**src/rtl/flight_cntrl_pkg.sv**
```systemverilog
// flght_pkg: shared constants and saturation helper for the attitude controller.
package flght_pkg;
  localparam logic [12:0] MIN_RUN_SPEED = 13'h2C0;
  localparam logic [10:0] CAL_SPEED = 11'h1B0;
  localparam logic signed [9:0] D_MULT = 10'sd7;
  localparam int unsigned ERR_W = 10;
  localparam int unsigned D_SAT_W = 7;
  function automatic logic signed [16:0] sat_signed(input logic signed [16:0] v, input int unsigned w);
    logic signed [16:0] hi, lo;
    hi = (17'sd1 <<< (w - 1)) - 17'sd1;
    lo = -(17'sd1 <<< (w - 1));
    return (v > hi) ? hi : (v < lo) ? lo : v;
  endfunction
endpackage

```
**src/rtl/flight_cntrl_pd_axis.sv**
```systemverilog
// pd_axis: per-axis saturated error, P term and D term over a sample history queue.
module pd_axis
  import flght_pkg::*;
#(
  parameter int D_QUEUE_DEPTH = 14
) (
  input  logic               clk,
  input  logic               rst_n,
  input  logic               vld_i,
  input  logic signed [15:0] meas_i,
  input  logic signed [15:0] desired_i,
  output logic signed [9:0]  p_o,
  output logic signed [9:0]  d_o
);
  logic signed [16:0] err;
  logic signed [9:0] err_sat;
  logic signed [10:0] diff;
  logic signed [6:0] d_sat;
  logic signed [9:0] q_q [D_QUEUE_DEPTH];
  assign err = 17'(meas_i) - 17'(desired_i);
  assign err_sat = 10'(sat_signed(err, ERR_W));
  assign p_o = (err_sat >>> 1) + (err_sat >>> 3);
  // q_q[0] is the oldest sample; the difference uses it before this edge's shift
  assign diff = 11'(err_sat) - 11'(q_q[0]);
  assign d_sat = 7'(sat_signed(17'(diff), D_SAT_W));
  assign d_o = 10'(d_sat) * D_MULT;
  always_ff @(posedge clk) begin
    if (rst_n) begin
      for (int i = 0; i < D_QUEUE_DEPTH; i++) q_q[i] <= '0;
    end else if (vld_i) begin
      for (int i = 0; i < D_QUEUE_DEPTH - 1; i++) q_q[i] <= q_q[i + 1];
      q_q[D_QUEUE_DEPTH - 1] <= err_sat;
    end
  end
endmodule

```
**src/rtl/flight_cntrl.sv**
```systemverilog
// flight_cntrl: PD attitude controller mixing three axes and thrust into four motor speeds.
module flight_cntrl
  import flght_pkg::*;
#(
  parameter int D_QUEUE_DEPTH = 14
) (
  input  logic               clk,
  input  logic               rst_n,
  input  logic               vld,
  input  logic               inertial_cal,
  input  logic signed [15:0] d_ptch,
  input  logic signed [15:0] d_roll,
  input  logic signed [15:0] d_yaw,
  input  logic signed [15:0] ptch,
  input  logic signed [15:0] roll,
  input  logic signed [15:0] yaw,
  input  logic [8:0]         thrst,
  output logic [10:0]        frnt_spd,
  output logic [10:0]        bck_spd,
  output logic [10:0]        lft_spd,
  output logic [10:0]        rght_spd
);
  logic signed [9:0] p_p, d_p, p_r, d_r, p_y, d_y;
  logic signed [12:0] base, pt, rt, yt;
  logic [10:0] frnt_d, bck_d, lft_d, rght_d;
  function automatic logic [10:0] sat_out(input logic signed [12:0] v);
    return (v < 13'sd0) ? 11'd0 : (v > 13'sd2047) ? 11'd2047 : v[10:0];
  endfunction
  pd_axis #(.D_QUEUE_DEPTH(D_QUEUE_DEPTH)) u_ptch (
    .clk(clk), .rst_n(rst_n), .vld_i(vld), .meas_i(ptch), .desired_i(d_ptch), .p_o(p_p), .d_o(d_p)
  );
  pd_axis #(.D_QUEUE_DEPTH(D_QUEUE_DEPTH)) u_roll (
    .clk(clk), .rst_n(rst_n), .vld_i(vld), .meas_i(roll), .desired_i(d_roll), .p_o(p_r), .d_o(d_r)
  );
  pd_axis #(.D_QUEUE_DEPTH(D_QUEUE_DEPTH)) u_yaw (
    .clk(clk), .rst_n(rst_n), .vld_i(vld), .meas_i(yaw), .desired_i(d_yaw), .p_o(p_y), .d_o(d_y)
  );
  assign base = $signed(MIN_RUN_SPEED + {4'b0, thrst});
  assign pt = 13'(p_p) + 13'(d_p);
  assign rt = 13'(p_r) + 13'(d_r);
  assign yt = 13'(p_y) + 13'(d_y);
  always_comb begin
    frnt_d = inertial_cal ? CAL_SPEED : sat_out(base - pt - yt);
    bck_d = inertial_cal ? CAL_SPEED : sat_out(base + pt - yt);
    lft_d = inertial_cal ? CAL_SPEED : sat_out(base - rt + yt);
    rght_d = inertial_cal ? CAL_SPEED : sat_out(base + rt + yt);
  end
  always_ff @(posedge clk) begin
    if (rst_n) begin
      frnt_spd <= '0;
      bck_spd <= '0;
      lft_spd <= '0;
      rght_spd <= '0;
    end else begin
      frnt_spd <= frnt_d;
      bck_spd <= bck_d;
      lft_spd <= lft_d;
      rght_spd <= rght_d;
    end
  end
endmodule

```
**config.mk**
```make
export PLATFORM = sky130hd
export DESIGN_NAME = flight_cntrl
export DESIGN_NICKNAME = d
export VERILOG_FILES = /design/src/rtl/flight_cntrl_pkg.sv /design/src/rtl/flight_cntrl_pd_axis.sv /design/src/rtl/flight_cntrl.sv
export SDC_FILE = /design/constraint.sdc
export NUM_CORES = 1
export LEC_CHECK = 0
export CORE_ASPECT_RATIO = 1.25
export CORE_MARGIN = 5
export CORE_UTILIZATION = 40
export CTS_BUF_LIST = sky130_fd_sc_hd__clkbuf_16
export CTS_CLUSTER_SIZE = 40
export DETAILED_ROUTE_END_ITERATION = 8
export GPL_TIMING_DRIVEN = 1
export MAX_ROUTING_LAYER = met4
export SLEW_MARGIN = 20
export SYNTH_ARGS = -nofsm -noshare
export SYNTH_HDL_FRONTEND = slang
export SYNTH_HIERARCHICAL = 1
export SYNTH_SLANG_ARGS = --single-unit
export TNS_END_PERCENT = 100
```
**constraint.sdc**
```tcl
create_clock -name clk -period 15.1 [get_ports clk]
set_clock_uncertainty 0.2 [all_clocks]
set_input_delay 1.51 -clock clk [delete_from_list [all_inputs] [get_ports clk]]
set_output_delay 1.51 -clock clk [all_outputs]
set_load 0.01 [all_outputs]
```
==> results.cfg <==
[placed_design]
placed_cells = 3691
io_buffers = 152
placed_area_um2 = 32000
dpl.hpwl_um = 48430
gp_congestion = 0.9052

[critical_path]
crit_required_ns = 15.32
cp-start-kind = input port
crit_fanout = 14
arrival_ns = 13.30
cpMostUsedCell = ha_1
max_stage_delay_ns = 0.61
cpMaxStageDelayCell = fa_1
endpoint_kind = flip-flop
critical_path_class = input port to flip-flop

[detailed_routing]
antenna_left = 0
post_drt_wl_per_cell_um = 17.26
firstDrtPassIters = 5
wirelength_um = 65160
drc_errors = 0
drt-vias-per-instance = 5.216
drt_iter0_drc = 1063
vias = 19690

[synth]
ys_ff_latch = 464
synth_seq_area_share = 0.4566
syn_inst = 2647
syn_nets = 3058
syn_area_um2 = 29550
synth_edf_count = 420
synth_top_flop_cell = edfxtp_1
ys_types = 108
ys_warn_count = 6
postSynth.asyncResetShare = 0
synth.avg_cell_area_um2 = 11.16

[floorplanning]
rows = 111
dieArea_um2 = 79450
ios = 153
dieHeight_um = 313.9
fp.dieW_um = 253.1
coreArea_um2 = 73330
start_util = 0.4030

[timing]
maxSlewHeadroom = 0.3029
rsz0062_at_grt = false
worst_hold_slack_ns = 0.3135
setup_viol_count_final = 0
finalHoldViolCount = 0
final.min_clock_period_ns = 13.08
worstMarginPinSlew_ns = 1.046
finalSetupTns_ns = 0
period_share = 0.8662
fmax_mhz = 76.46
drv_slew = 0

[cts]
postCtsResizedCells = 0
htreeDepth = 2
root_buffer = clkbuf_16
clockBufferDepth = 3
cts_tree = done
clk_pin_slew_ns = 0.06
insertion_delay_ns = 0.58
clkSinkCount = 464
ctsHoldBuffers = 0
numCtsBuffers = 46
postCtsSetupBuffers = 0

[run_status]
status = finished, final reports clean

[finish]
stdcell_area_um2 = 33480
antenna_cells = 0
drive_above_1_share = 0.06963
syn_to_final_growth_pct = 13.30
final_nets = 3190
instances_no_fill = 3775

[global_routing]
grt_max_degree = 101
grt_pass1_vias = 19780
grt.overflow.total = 0
grt_antenna_before_repair = 0
track_usage = 0.1641
grt_pass1_wl_um = 104200

[run]
maxCapViolations = 0

[hold_path]
holdCritPathClass = flip-flop to flip-flop
sequential cells by signal, indices dropped and copies added, names as in the netlist:
register and flops:
u_roll/q_q 140, frnt_spd 11, bck_spd 11, u_yaw/q_q 140, u_ptch/q_q 140, lft_spd 11, rght_spd 11
cell families after synthesis:
family	count (synthesis)	synth area share
simple gates	768	0.1541
compound gates	591	0.1443
flops	464	0.4566
buf+inv	360	0.04844
fa+ha+maj	302	0.1454
xor+xnor	148	0.04615
mux	14	0.005038
area by class of cell:
type,count,area [um2]
Inverter,282,1059
Tap cell,960,1201
Clock buffer,47,1176
Multi-Input combinational cell,1823,14660
Fill cell,6879,39850
Sequential cell,464,13490
Clock inverter,37,301.5
Timing Repair Buffer,162,1594
layout by cell type (no fill, tap or decap), types with 54 or more instances in the layout:
cell type,instances
nand2_1,90
nor2_1,74
clkdlybuf4s50_1,151
inv_1,288
edfxtp_1,420
nor2b_1,107
a21oi_1,163
xnor2_1,89
ha_1,233
fa_1,69
o21ai_0,82
a21o_1,54
and2_1,307
metrics by stage:
stage,util,setup WS [ns]
3_3_place_gp,0.4364,1.517
6_report,0.4566,2.021
4_1_cts,0.4566,1.988
5_1_grt,0.4566,1.285
3_5_place_dp,0.4364,1.401
2_1_floorplan,-,3.255
cells in the mapped netlist, types with 19 or more instances:
library cell | count | share of area
dfxtp_1 | 44 | 0.030
and2_1 | 307 | 0.065
nand3_1 | 27 | 0.0046
o21bai_1 | 19 | 0.0048
edfxtp_1 | 420 | 0.43
nor3_1 | 29 | 0.0049
nand2b_1 | 22 | 0.0047
nor2_1 | 74 | 0.0094
nor3b_1 | 21 | 0.0053
clkbuf_1 | 59 | 0.0075
o21a_1 | 44 | 0.011
nand2_1 | 90 | 0.011
a21oi_1 | 163 | 0.028
fa_1 | 69 | 0.047
inv_1 | 279 | 0.035
a21o_1 | 54 | 0.014
a211oi_1 | 21 | 0.0053
xnor2_1 | 89 | 0.026
ha_1 | 233 | 0.099
xor2_1 | 53 | 0.016
nor2b_1 | 110 | 0.023
o21ai_0 | 82 | 0.014
metal layers:
| layer | GRT usage | up-vias | part of all wire |
|---|---|---|---|
| met5 | - | - | 0 |
| met4 | 0.04737 | 0 | 0.028 |
| met3 | 0.02060 | 106 | 0.032 |
| met2 | 0.2845 | 325 | 0.50 |
| met1 | 0.2020 | 9645 | 0.44 |
| li1 | - | 9613 | - |
critical path: cells and delay by family:
family,cells,cell delay (ns)
buf+inv,4,0.74
mux,1,0.16
fa+ha+maj,10,3.52
compound gates,17,3.83
simple gates,11,2.95
xor+xnor,2,0.55
final timing paths:
| path | endpoint | cells past startpoint | from | slack, ns |
|---|---|---|---|---|
| min reg2reg | u_roll/q_q[8][0] | 1 | u_roll/q_q[9][0] | 0.31 |
| max | frnt_spd[8] | 45 | yaw[0] | 2.02 |
| min | u_roll/q_q[8][0] | 1 | u_roll/q_q[9][0] | 0.31 |
| max reg2reg | frnt_spd[8] | 33 | u_yaw/q_q[0][0] | 5.81 |
Power is not shown: default switching activity piles up to over one toggle a cycle in this logic, so the estimate is an artifact.
==> edit (same settings) <==
`D_QUEUE_DEPTH` is set to 14 in 2 places; all go to 28.
--- a/src/rtl/flight_cntrl_pd_axis.sv
+++ b/src/rtl/flight_cntrl_pd_axis.sv
@@ -2,7 +2,7 @@
 module pd_axis
   import flght_pkg::*;
 #(
-  parameter int D_QUEUE_DEPTH = 14
+  parameter int D_QUEUE_DEPTH = 28
 ) (
   input  logic               clk,
   input  logic               rst_n,
--- a/src/rtl/flight_cntrl.sv
+++ b/src/rtl/flight_cntrl.sv
@@ -2,7 +2,7 @@
 module flight_cntrl
   import flght_pkg::*;
 #(
-  parameter int D_QUEUE_DEPTH = 14
+  parameter int D_QUEUE_DEPTH = 28
 ) (
   input  logic               clk,
   input  logic               rst_n,
Function: not settled (the Yosys comparison gave no result); the edit may change what the design does.
==> edit against the unedited design <==
  * Count of clock-buffer cells in the layout grew 43
  * Area after synthesis grew 52%
  * Critical endpoint is now frnt_spd[1]$_SDFF_PP0_
  * Design area rose by 52%
  * Routed wire length increased by 33%
  * Worst hold slack worse by 0.0024 ns
  * Sequential cell count increased by 420
  * Die area grew 50%
  * Utilization down 0.061 points
  * Worst setup slack got worse by 0.013 ns
Power is not shown: default switching activity piles up to over one toggle a cycle in this logic, so the estimate is an artifact.
==> edit: results (changes against the unedited design) <==
[status]
outcome = finished, final reports clean

[cells_and_area]
inv_count = 276  ; -2.1%
nets = 4113  ; +29%
buffers = 177  ; +9.3%
reg.largest.list = u_ptch/q_q (280), u_roll/q_q (280), u_yaw/q_q (280)
nClkBuffers = 90  ; +91%
non_clock_buffer_area_share_pct = 3.37  ; -1.4 points
regArea_um2 = 26100  ; +93%
seq_cells = 884  ; +91%
num-multi-input-gates = 2273  ; +25%
clkCellAreaFrac_pct = 5.73  ; +1.3 points
layout-drive-gt1-share_pct = 6.79  ; -0.17 points
fillers = 10142  ; +47%

[hold_path]
holdPathStages = 1  ; unchanged
min_to = u_roll/q_q[1][27]$_SDFFCE_PN0P_
hp-start = u_roll/q_q[1][37]$_SDFFCE_PN0P_

[placed_design]
dp_hpwl_um = 57400  ; +18%
routabilityCongestion = 0.867  ; -4.2%

[logic_synthesis]
synth_area_leaders = edfxtp_1 56%, and2_1 7.6%, ha_1 6.5%
synth-edff-count = 840  ; +100%
seq_area_frac_synth_pct = 58.0  ; +12 points
syn_nets = 3976  ; +30%
yosys-top-cells-count = 840 x edfxtp_1, 549 x and2_1, 298 x nor2b_1, 276 x inv_1, 233 x ha_1
ys_types = 99  ; -8.3%

[cts]
clockBufferDepth = 3  ; unchanged
htreeDepth = 3  ; +1
clkLatencyLatePin_ns = 0.66  ; +0.08 ns
ctsHoldBuffers = 0  ; unchanged

[setup_path]
slowest_delay_ns = 0.72  ; +0.11 ns
regToRegSetupSlack_ns = 6.22  ; +0.41 ns
cp_slowest_cell = a311oi_4
cp.arrival_ns = 13.47  ; +0.17 ns
startpoint = yaw[0]
critical_path_peak_fanout = 22  ; +8
r2r-end = frnt_spd[1]$_SDFF_PP0_
critPathTopFamily = compound AO/OA/AOI/OAI gates

[sta]
worst_slew_pin_slew_ns = 1.12  ; +0.0783 ns
setup_viol = 0  ; unchanged

[routing]
viasPerCell = 4.98  ; -4.5%
routed_wl_um = 86600  ; +33%
initialDrtViolationCount = 1701  ; +60%

[global_route]
grt_pass1_vias = 25839  ; +31%
grt_pass1_wl_um = 138000  ; +32%
grt_max_degree = 141  ; +40%
track_usage_pct = 14.6  ; -1.8 points

==> edit: metrics by stage <==
| step | util, % | hold WS (ns) | setup WS (ns) | cell area, µm² | cells |
|---|---|---|---|---|---|
| after floorplan | - | 0.297 | 3.71 | 45000 | 3565 |
| after global placement | 43.0 | 0.300 | 1.22 | 48000 | 5069 |
| after detailed placement | 43.0 | 0.302 | 0.988 | 48000 | 5069 |
| after CTS | 45.6 | 0.314 | 1.71 | 51000 | 5230 |
| after global routing | 45.6 | 0.320 | 1.01 | 51000 | 5230 |
| final | 45.6 | 0.311 | 2.01 | 51000 | 5230 |
==> edit: logic make-up after synthesis <==
logic type      count (synthesis)  share of synthesized area (%)
simple gates                 1177                           15.6
xor+xnor                      146                           2.89
buf+inv                       408                           3.58
mux                            13                          0.306
compound gates                635                           10.1
fa+ha+maj                     302                           9.54
flops                         884                           58.0
==> edit: metal layers <==
metal	track usage [%]	part of all wire (%)
met3	2.12	3.2
met1	19.5	47
met4	4.58	2.8
met5	-	0
met2	23.3	47
